--- src/rtl/ro_puf_ctrl.sv ---
// ro_puf_ctrl: gates a ring-oscillator pair, counts synchronised edges over a fixed window and compares them
module ro_puf_ctrl #(
    parameter int N_RO   = 8,
    parameter int SEL_W  = $clog2(N_RO),
    parameter int CNT_W  = 16,
    parameter int WINDOW = 1024,
    parameter int SETTLE = 4
) (
    input  logic             clk,
    input  logic             rst_n,
    input  logic             start,
    input  logic [SEL_W-1:0] chal_a,
    input  logic [SEL_W-1:0] chal_b,
    input  logic [N_RO-1:0]  ro_out,
    output logic [N_RO-1:0]  ro_en,
    output logic             busy,
    output logic             done,
    output logic             resp,
    output logic             tie,
    output logic             err,
    output logic [CNT_W-1:0] cnt_a,
    output logic [CNT_W-1:0] cnt_b
);
    localparam logic [2:0] st_idle   = 3'd0;
    localparam logic [2:0] st_settle = 3'd1;
    localparam logic [2:0] st_count  = 3'd2;
    localparam logic [2:0] st_cmp    = 3'd3;
    localparam logic [2:0] st_done   = 3'd4;
    localparam int TW = $clog2((WINDOW > SETTLE ? WINDOW : SETTLE) + 1);
    localparam logic [SEL_W:0]   n_ro        = (SEL_W + 1)'(N_RO);
    localparam logic [CNT_W-1:0] cnt_max     = '1;
    localparam logic [TW-1:0]    settle_last = TW'(SETTLE - 1);
    localparam logic [TW-1:0]    window_last = TW'(WINDOW - 1);

    logic [2:0]       state;
    logic [N_RO-1:0]  sync1, sync2, sync3, rise, pair;
    logic [SEL_W-1:0] sel_a, sel_b;
    logic [CNT_W-1:0] acc_a, acc_b;
    logic [TW-1:0]    tmr;
    logic             hit_a, hit_b, valid;

    always_comb begin
        rise  = sync2 & ~sync3;
        hit_a = |(rise & (N_RO'(1) << sel_a));
        hit_b = |(rise & (N_RO'(1) << sel_b));
        pair  = (N_RO'(1) << chal_a) | (N_RO'(1) << chal_b);
        valid = chal_a != chal_b && {1'b0, chal_a} < n_ro && {1'b0, chal_b} < n_ro;
    end

    always_ff @(posedge clk) begin
        if (!rst_n) begin
            state <= st_idle;
            sync1 <= '0;
            sync2 <= '0;
            sync3 <= '0;
            sel_a <= '0;
            sel_b <= '0;
            acc_a <= '0;
            acc_b <= '0;
            tmr   <= '0;
            ro_en <= '0;
            busy  <= 1'b0;
            done  <= 1'b0;
            resp  <= 1'b0;
            tie   <= 1'b0;
            err   <= 1'b0;
            cnt_a <= '0;
            cnt_b <= '0;
        end else begin
            sync1 <= ro_out;
            sync2 <= sync1;
            sync3 <= sync2;
            done  <= 1'b0;
            case (state)
                st_idle: if (start) begin
                    sel_a <= chal_a;
                    sel_b <= chal_b;
                    acc_a <= '0;
                    acc_b <= '0;
                    tmr   <= '0;
                    err   <= !valid;
                    if (valid) begin
                        ro_en <= pair;
                        busy  <= 1'b1;
                        state <= SETTLE == 0 ? st_count : st_settle;
                    end else begin
                        resp  <= 1'b0;
                        tie   <= 1'b0;
                        cnt_a <= '0;
                        cnt_b <= '0;
                        done  <= 1'b1;
                        state <= st_done;
                    end
                end
                st_settle: begin
                    tmr   <= tmr == settle_last ? '0 : tmr + 1'b1;
                    state <= tmr == settle_last ? st_count : st_settle;
                end
                st_count: begin
                    tmr <= tmr + 1'b1;
                    if (hit_a && acc_a != cnt_max) acc_a <= acc_a + 1'b1;
                    if (hit_b && acc_b != cnt_max) acc_b <= acc_b + 1'b1;
                    if (tmr == window_last) begin
                        ro_en <= '0;
                        state <= st_cmp;
                    end
                end
                st_cmp: begin
                    cnt_a <= acc_a;
                    cnt_b <= acc_b;
                    resp  <= acc_a > acc_b;
                    tie   <= acc_a == acc_b;
                    busy  <= 1'b0;
                    done  <= 1'b1;
                    state <= st_done;
                end
                default: state <= st_idle;
            endcase
        end
    end
endmodule

--- config.mk ---
export PLATFORM = sky130hd
export DESIGN_NAME = ro_puf_ctrl
export DESIGN_NICKNAME = d
export VERILOG_FILES = /design/src/rtl/ro_puf_ctrl.sv
export SDC_FILE = /design/constraint.sdc
export NUM_CORES = 1
export LEC_CHECK = 0
export CORE_MARGIN = 10
export CORE_UTILIZATION = 45
export CTS_CLUSTER_DIAMETER = 50
export CTS_CLUSTER_SIZE = 8
export DETAILED_ROUTE_END_ITERATION = 8
export GPL_ROUTABILITY_DRIVEN = 0
export PLACE_DENSITY = 0.72
export SYNTH_ARGS = -nofsm -noshare
export SYNTH_HDL_FRONTEND = slang
export SYNTH_SLANG_ARGS = --single-unit
--- constraint.sdc ---
create_clock -name clk -period 1.9 [get_ports clk]
set_clock_uncertainty 0.05 [all_clocks]
set_input_delay 0.38 -clock clk [delete_from_list [all_inputs] [get_ports clk]]
set_output_delay 0.38 -clock clk [all_outputs]
set_load 0.005 [all_outputs]
==> results of run 1 <==
## cells in the mapped netlist, types with 3 or more instances
master / n
o211ai_1: 3
and4_1: 3
buf_2: 4
dfxtp_1: 121
inv_1: 20
a211oi_1: 4
a21o_1: 3
a31oi_1: 6
a22o_1: 5
o22a_1: 3
and2_1: 28
nor2_1: 64
nor3_1: 12
nand4_1: 18
nand2b_1: 16
clkbuf_1: 24
nand2_1: 48
a21oi_1: 31
mux4_2: 4
or3_1: 7
o21ai_0: 30
nor2b_1: 9
o22ai_1: 7
nor4_1: 7
ha_1: 19
mux2i_1: 4
o31ai_1: 9
nand3_1: 23
a22oi_1: 34
and3_1: 9
xor2_1: 6
## timing repair
action                     4_1_cts  5_1_grt
setup endpoints to repair       38       36
pin swaps                       13       24
setup buffers                    3        1
cloned                           1        0
gates resized for setup         40       46
## cell families (layout without fill, tap and decap cells)
kind of cell             Yosys count  after routing  synth area share
adder cells (fa/ha/maj)           19             19            0.0438
AO/OA/AOI/OAI                    157            157             0.195
buffers and inverters             53            202            0.0405
multiplexers                       8              8            0.0240
flip-flops                       121            121             0.446
XOR/XNOR                           8              8            0.0129
AND/OR/NAND/NOR                  253            253             0.238
## through the flow
stage                     total power [mW]  hold WS [ns]  cell area (um^2)
final                                 6.47         0.379              7720
after global routing                  6.66         0.394              7720
after CTS                             6.48         0.380              7540
after detailed placement              3.06         0.367              6760
after global placement                3.05         0.364              6760
after floorplan                       2.86         0.362              5450
## layout by cell type, fill, tap and decap left out, drive strengths merged, types with 4 or more instances in the layout
master         count
nor2              64
a31oi              6
mux4               4
ha                19
clkdlybuf4s50     61
nand2             48
nand3             23
nand4             18
and2              29
o22ai              7
nor3              14
clkinv             5
xor2               6
clkinvlp           4
a22o               5
dfxtp            121
nand2b            16
mux2i              4
inv               22
o31ai              9
or3                7
a22oi             34
clkbuf            17
bufinv             4
a211oi             5
and3               9
nor2b              9
nor4               7
o21ai             31
a21oi             32
buf               89
## layout make-up
class | count | area [um^2] | area share
Multi-Input combinational cell | 445 | 3070 | 0.398
Sequential cell | 121 | 2440 | 0.315
Timing Repair Buffer | 150 | 1330 | 0.172
Clock buffer | 17 | 425 | 0.0551
Clock inverter | 15 | 200 | 0.0259
Tap cell | 147 | 184 | 0.0238
Inverter | 20 | 75.1 | 0.00972
## worst max-delay path by stage
stage | to | from | cells after the start | slack (ns)
after CTS | acc_b[14] | sync2[7] | 7 | -0.08
after global placement | tmr[0] | start | 4 | -0.37
final | acc_b[14] | sync2[7] | 7 | -0.06
after detailed placement | tmr[7] | start | 4 | -0.50
after global routing | acc_a[14] | sync2[7] | 6 | -0.12
after floorplan | acc_b[14] | sync2[7] | 8 | -0.07
## worst max-delay path, stage by stage (launching register included)
cell and delay, ns:
dfxtp_2 0.31, nor2b_1 0.12, mux4_2 0.51, a2bb2o_4 0.25, buf_6 0.11, and2_4 0.16
a311o_1 0.28, a21oi_2 0.12
## registers in the layout (all words and copies together) (netlist names)
name and flops:
cnt_a 16, sync3 8, sync2 8, sel_a 3
busy 1, done 1, tie 1, acc_b 16
ro_en 8, sync1 8, state 3, resp 1
tmr 11, sel_b 3, err 1, cnt_b 16
acc_a 16
## where the power goes
group          switching [mW]  internal [mW]
clock                    1.22           2.19
sequential             0.0317           2.59
combinational           0.223          0.216
## routing by layer
layer	wire length, um	up-vias	GRT usage
met5	0	-	0
met3	949	29	0.0596
li1	-	2536	-
met1	6580	2493	0.219
met2	7520	171	0.301
met4	312	0	0.0780
==> flow_summary.toml, run 1 <==
[status]
outcome = "complete, but fails checks"
violations = "negative setup slack"

[sta]
period_share = 1.03
drv_slew = 0
min_period_ns = 1.96
setup_viol = 8
tightest_slew_ns = 0.517
timing.final.ws_setup_ns = -0.0607
max_slew_margin = 0.655
timing.fmax_mhz = 510
fin_setup_tns_ns = -0.155
rsz0062_at_grt = "true"
hold_viol = 0

[worst_setup_path]
r2r_setup_slack_ns = -0.06
required_ns = 2.22
crit_type = "reg -> reg"
cp.arrival_ns = 2.28
rr_endpoint = "acc_b[14]"
crit_path_start_kind = "register"
endpoint_kind = "register"
reg2reg_depth = 7
worstReg2RegStart = "sync2[7]"
path_max_fanout = 8

[floorplan]
dieArea_um2 = 16900
core_um2 = 11900
die_x_um = 130
start_util = 0.456
rows = 40
io_pins = 62
die_h_um = 130

[drt]
ant_nets = 0
dr.pass1.iters = 5
drt_iter0_drc = 457
viasPerCell = 5.71
drc_errors = 0
vias = 5229
wirelength_mm = 15.4
routedWlPerCell_um = 16.8

[synth]
ys_ff_latch = 121
syn-num-nets = 655
synth_top_flop_cell = "dfxtp_1"
synth_cell_types = 60
synthTopCellsByArea = "dfxtp_1 45%, a22oi_1 4.7%, nor2_1 4.4%"
yosys.area.top_type = "dfxtp_1"
ys.warnings.count = 0
avgSynthCellArea_um2 = 8.77
syn_inst = 619
synth-seq-area-share = 0.446
synth_edf_count = 0
synth_top_area_frac = 0.446
ys_async_sr_fraction = 0
syn_area_um2 = 5430

[clock_network]
htree_levels = 4
root_buffer = "clkbuf_16"
cts_sinks = 121
cts.clk_slew.worst_paths_ns = 0.06
cts_hold_buf = 0
clkLatencyLatePin_ns = 0.43
cts_tree = "done"
cts_max_path_buffers = 2
numCtsBuffers = 17

[cells_and_area]
layout-drive-gt1-share = 0.242
final_cells = 915
fill_cells = 954
final_core_util = 0.648
antennaDiodeCount = 0
final_nets = 791
syn2layout_area_growth_pct = 42.2

[power]
peakVddDrop_mv = 0.768
leakage_nw = 2.94
power_density_nw_per_um2 = 837

[worst_hold_path]
min_to = "sync2[4]"
hold_start = "sync1[4]"
min_path_type = "reg -> reg"
hold_path_depth = 1

[global_routing]
grt_antenna_before_repair = 0
overflow = 0
grt_pass1_wl_mm = 24.7
grt_max_degree = 30
grt_pass1_vias = 5120
grtUsageTotal = 0.185

[place]
dpl.hpwl_mm = 10.8
dp_cells = 879
io_buffers = 61
pre_cts_ws_ns = -0.495

[run]
maxCapViolations = 0
No activity file was read; power rests on OpenSTA's default activity.
==> run 2, diff against run 1 <==
- SKIP_LAST_GASP: unset -> 1
==> run 2 against run 1 <==
Setup slack got worse by 0.0092 ns. Core utilization rose by 0.095 points. Die area did not move. Largest cell class unchanged. Highest routed layer unchanged. The run still ends with negative setup slack left. Sequential cell count did not move. Routed wire length rose by 0.92%. Critical path type unchanged. Design area rose by 0.15%. Critical path depth did not move. Register-to-register slack barely moved. Sequential share of layout area fell by 0.062 points. Non-clock buffer count rose by 2. Largest power group unchanged.
==> flow_summary.toml, run 2 (synthesis results as in run 1) <==
[status]
outcome = "complete, but fails checks"
violations = "negative setup slack"

[worst_setup_path]
required_ns = 2.22
endpoint_kind = "register"
rr_endpoint = "acc_b[14]"
r2r_setup_slack_ns = -0.07
cp.arrival_ns = 2.29
crit_path_start_kind = "register"
crit_type = "reg -> reg"
cp-startpoint = "sync2[7]"
worstReg2RegStart = "sync2[7]"
path_max_fanout = 8
reg2reg_depth = 7

[sta]
period_share = 1.04
hold_viol = 0
max_slew_margin = 0.644
timing.fmax_mhz = 508
fin_setup_tns_ns = -0.278
setup_viol = 11
drv_slew = 0
rsz0062_at_grt = "true"
timing.final.ws_setup_ns = -0.0699
tightest_slew_ns = 0.534
min_period_ns = 1.97

[cells_and_area]
layout_commonest_cell = "dfxtp_1"
layout-drive-gt1-share = 0.243
layout_common_cells = "111 x dfxtp_1, 79 x buf_4, 63 x nor2_1"
final_nets = 793
fill_cells = 961
antennaDiodeCount = 0
final_cells = 917
syn2layout_area_growth_pct = 42.4

[power]
leakage_nw = 2.95
power_density_nw_per_um2 = 837
p_switching_mw = 1.47
peakVddDrop_mv = 0.768
p_clk_frac = 0.526
swShare = 0.227
combPwrFrac = 0.069
intPower_mw = 5.00
seqPwrFrac = 0.405

[global_routing]
grtUsageTotal = 0.185
overflow = 0
grt_max_degree = 30
grt_pass1_vias = 5124
grt_pass1_wl_mm = 24.8
grt_antenna_before_repair = 0

[worst_hold_path]
min_path_type = "reg -> reg"
hold_path_depth = 1
min_to = "sync2[4]"
hold_start = "sync1[4]"

[floorplan]
die_x_um = 130
start_util = 0.456
io_pins = 62
dieArea_um2 = 16900
core_um2 = 11900
rows = 40
die_h_um = 130

[place]
dpl.hpwl_mm = 10.8
io_buffers = 61
dp_cells = 879

[clock_network]
cts_sinks = 121
numCtsBuffers = 17
cts_max_path_buffers = 2
cts.clk_slew.worst_paths_ns = 0.06
clkLatencyLatePin_ns = 0.43
cts_hold_buf = 0
root_buffer = "clkbuf_16"
htree_levels = 4
cts_tree = "done"

[drt]
routedWlPerCell_um = 16.9
drt_iter0_drc = 461
wirelength_mm = 15.5
drc_errors = 0
viasPerCell = 5.74
ant_nets = 0
dr.pass1.iters = 5
vias = 5260

[run]
maxCapViolations = 0
==> run 2: changes by cell type in the layout (fill, tap and decap cells not counted), sizes merged <==
cell	previous run	this run
buf	89	91
==> run 2: power by group through the flow <==
stage	combinational (mW)	clock (mW)	sequential (mW)
2_1_floorplan	0.199	0	2.66
3_3_place_gp	0.384	0	2.67
3_5_place_dp	0.395	0	2.67
4_1_cts	0.419	3.44	2.62
5_1_grt	0.481	3.56	2.62
6_report	0.446	3.41	2.62
==> run 2: final cells by class <==
class	count	area, um^2	share of cell area
multi-input combinational	445	3070	0.397
sequential	121	2430	0.315
timing repair buffer	152	1350	0.174
clock buffer	17	425	0.0550
clock inverter	15	200	0.0259
tap	147	184	0.0238
inverter	20	75.1	0.00971
==> run 2: worst max path at each step <==
| stage | slack (ns) | end |
|---|---|---|
| 2_1_floorplan | -0.07 | acc_b[14] |
| 3_5_place_dp | -0.50 | tmr[7] |
| 5_1_grt | -0.13 | acc_a[14] |
| 4_1_cts | -0.08 | acc_b[14] |
| 3_3_place_gp | -0.37 | tmr[0] |
| 6_report | -0.07 | acc_b[14] |
==> run 2: critical path, cell delays in order (launching register included) <==
cell	delay (ns)
dfxtp_2	0.31
nor2b_1	0.12
mux4_2	0.51
a2bb2o_4	0.25
buf_6	0.12
and2_4	0.16
a311o_1	0.28
a21oi_2	0.12
==> run 2: timing repair <==
action / 4_1_cts / 5_1_grt
gates cloned: 1 / 0
pin swaps: 12 / 29
endpoints found under the setup margin: 38 / 36
gates resized for setup: 36 / 50
endpoints found under the hold margin: 0 / 0
setup buffers: 3 / 3
==> run 2: metal layers <==
layer,global-route usage,share of wire,vias up
met5,0,0,-
met4,0.0767,0.019,0
met3,0.0613,0.074,27
met2,0.302,0.49,199
met1,0.218,0.42,2495
li1,-,-,2539
==> run 2: metrics by stage <==
| stage | util | setup WS, ns | hold slack [ns] | total power [mW] | area (um^2) |
|---|---|---|---|---|---|
| detailed placement | 0.567 | -0.495 | 0.367 | 3.06 | 6760 |
| finish | 0.649 | -0.0699 | 0.379 | 6.47 | 7730 |
| CTS | 0.633 | -0.0795 | 0.380 | 6.47 | 7540 |
| global placement | 0.567 | -0.367 | 0.364 | 3.05 | 6760 |
| floorplan | - | -0.0714 | 0.362 | 2.86 | 5450 |
| global route | 0.649 | -0.134 | 0.394 | 6.66 | 7730 |
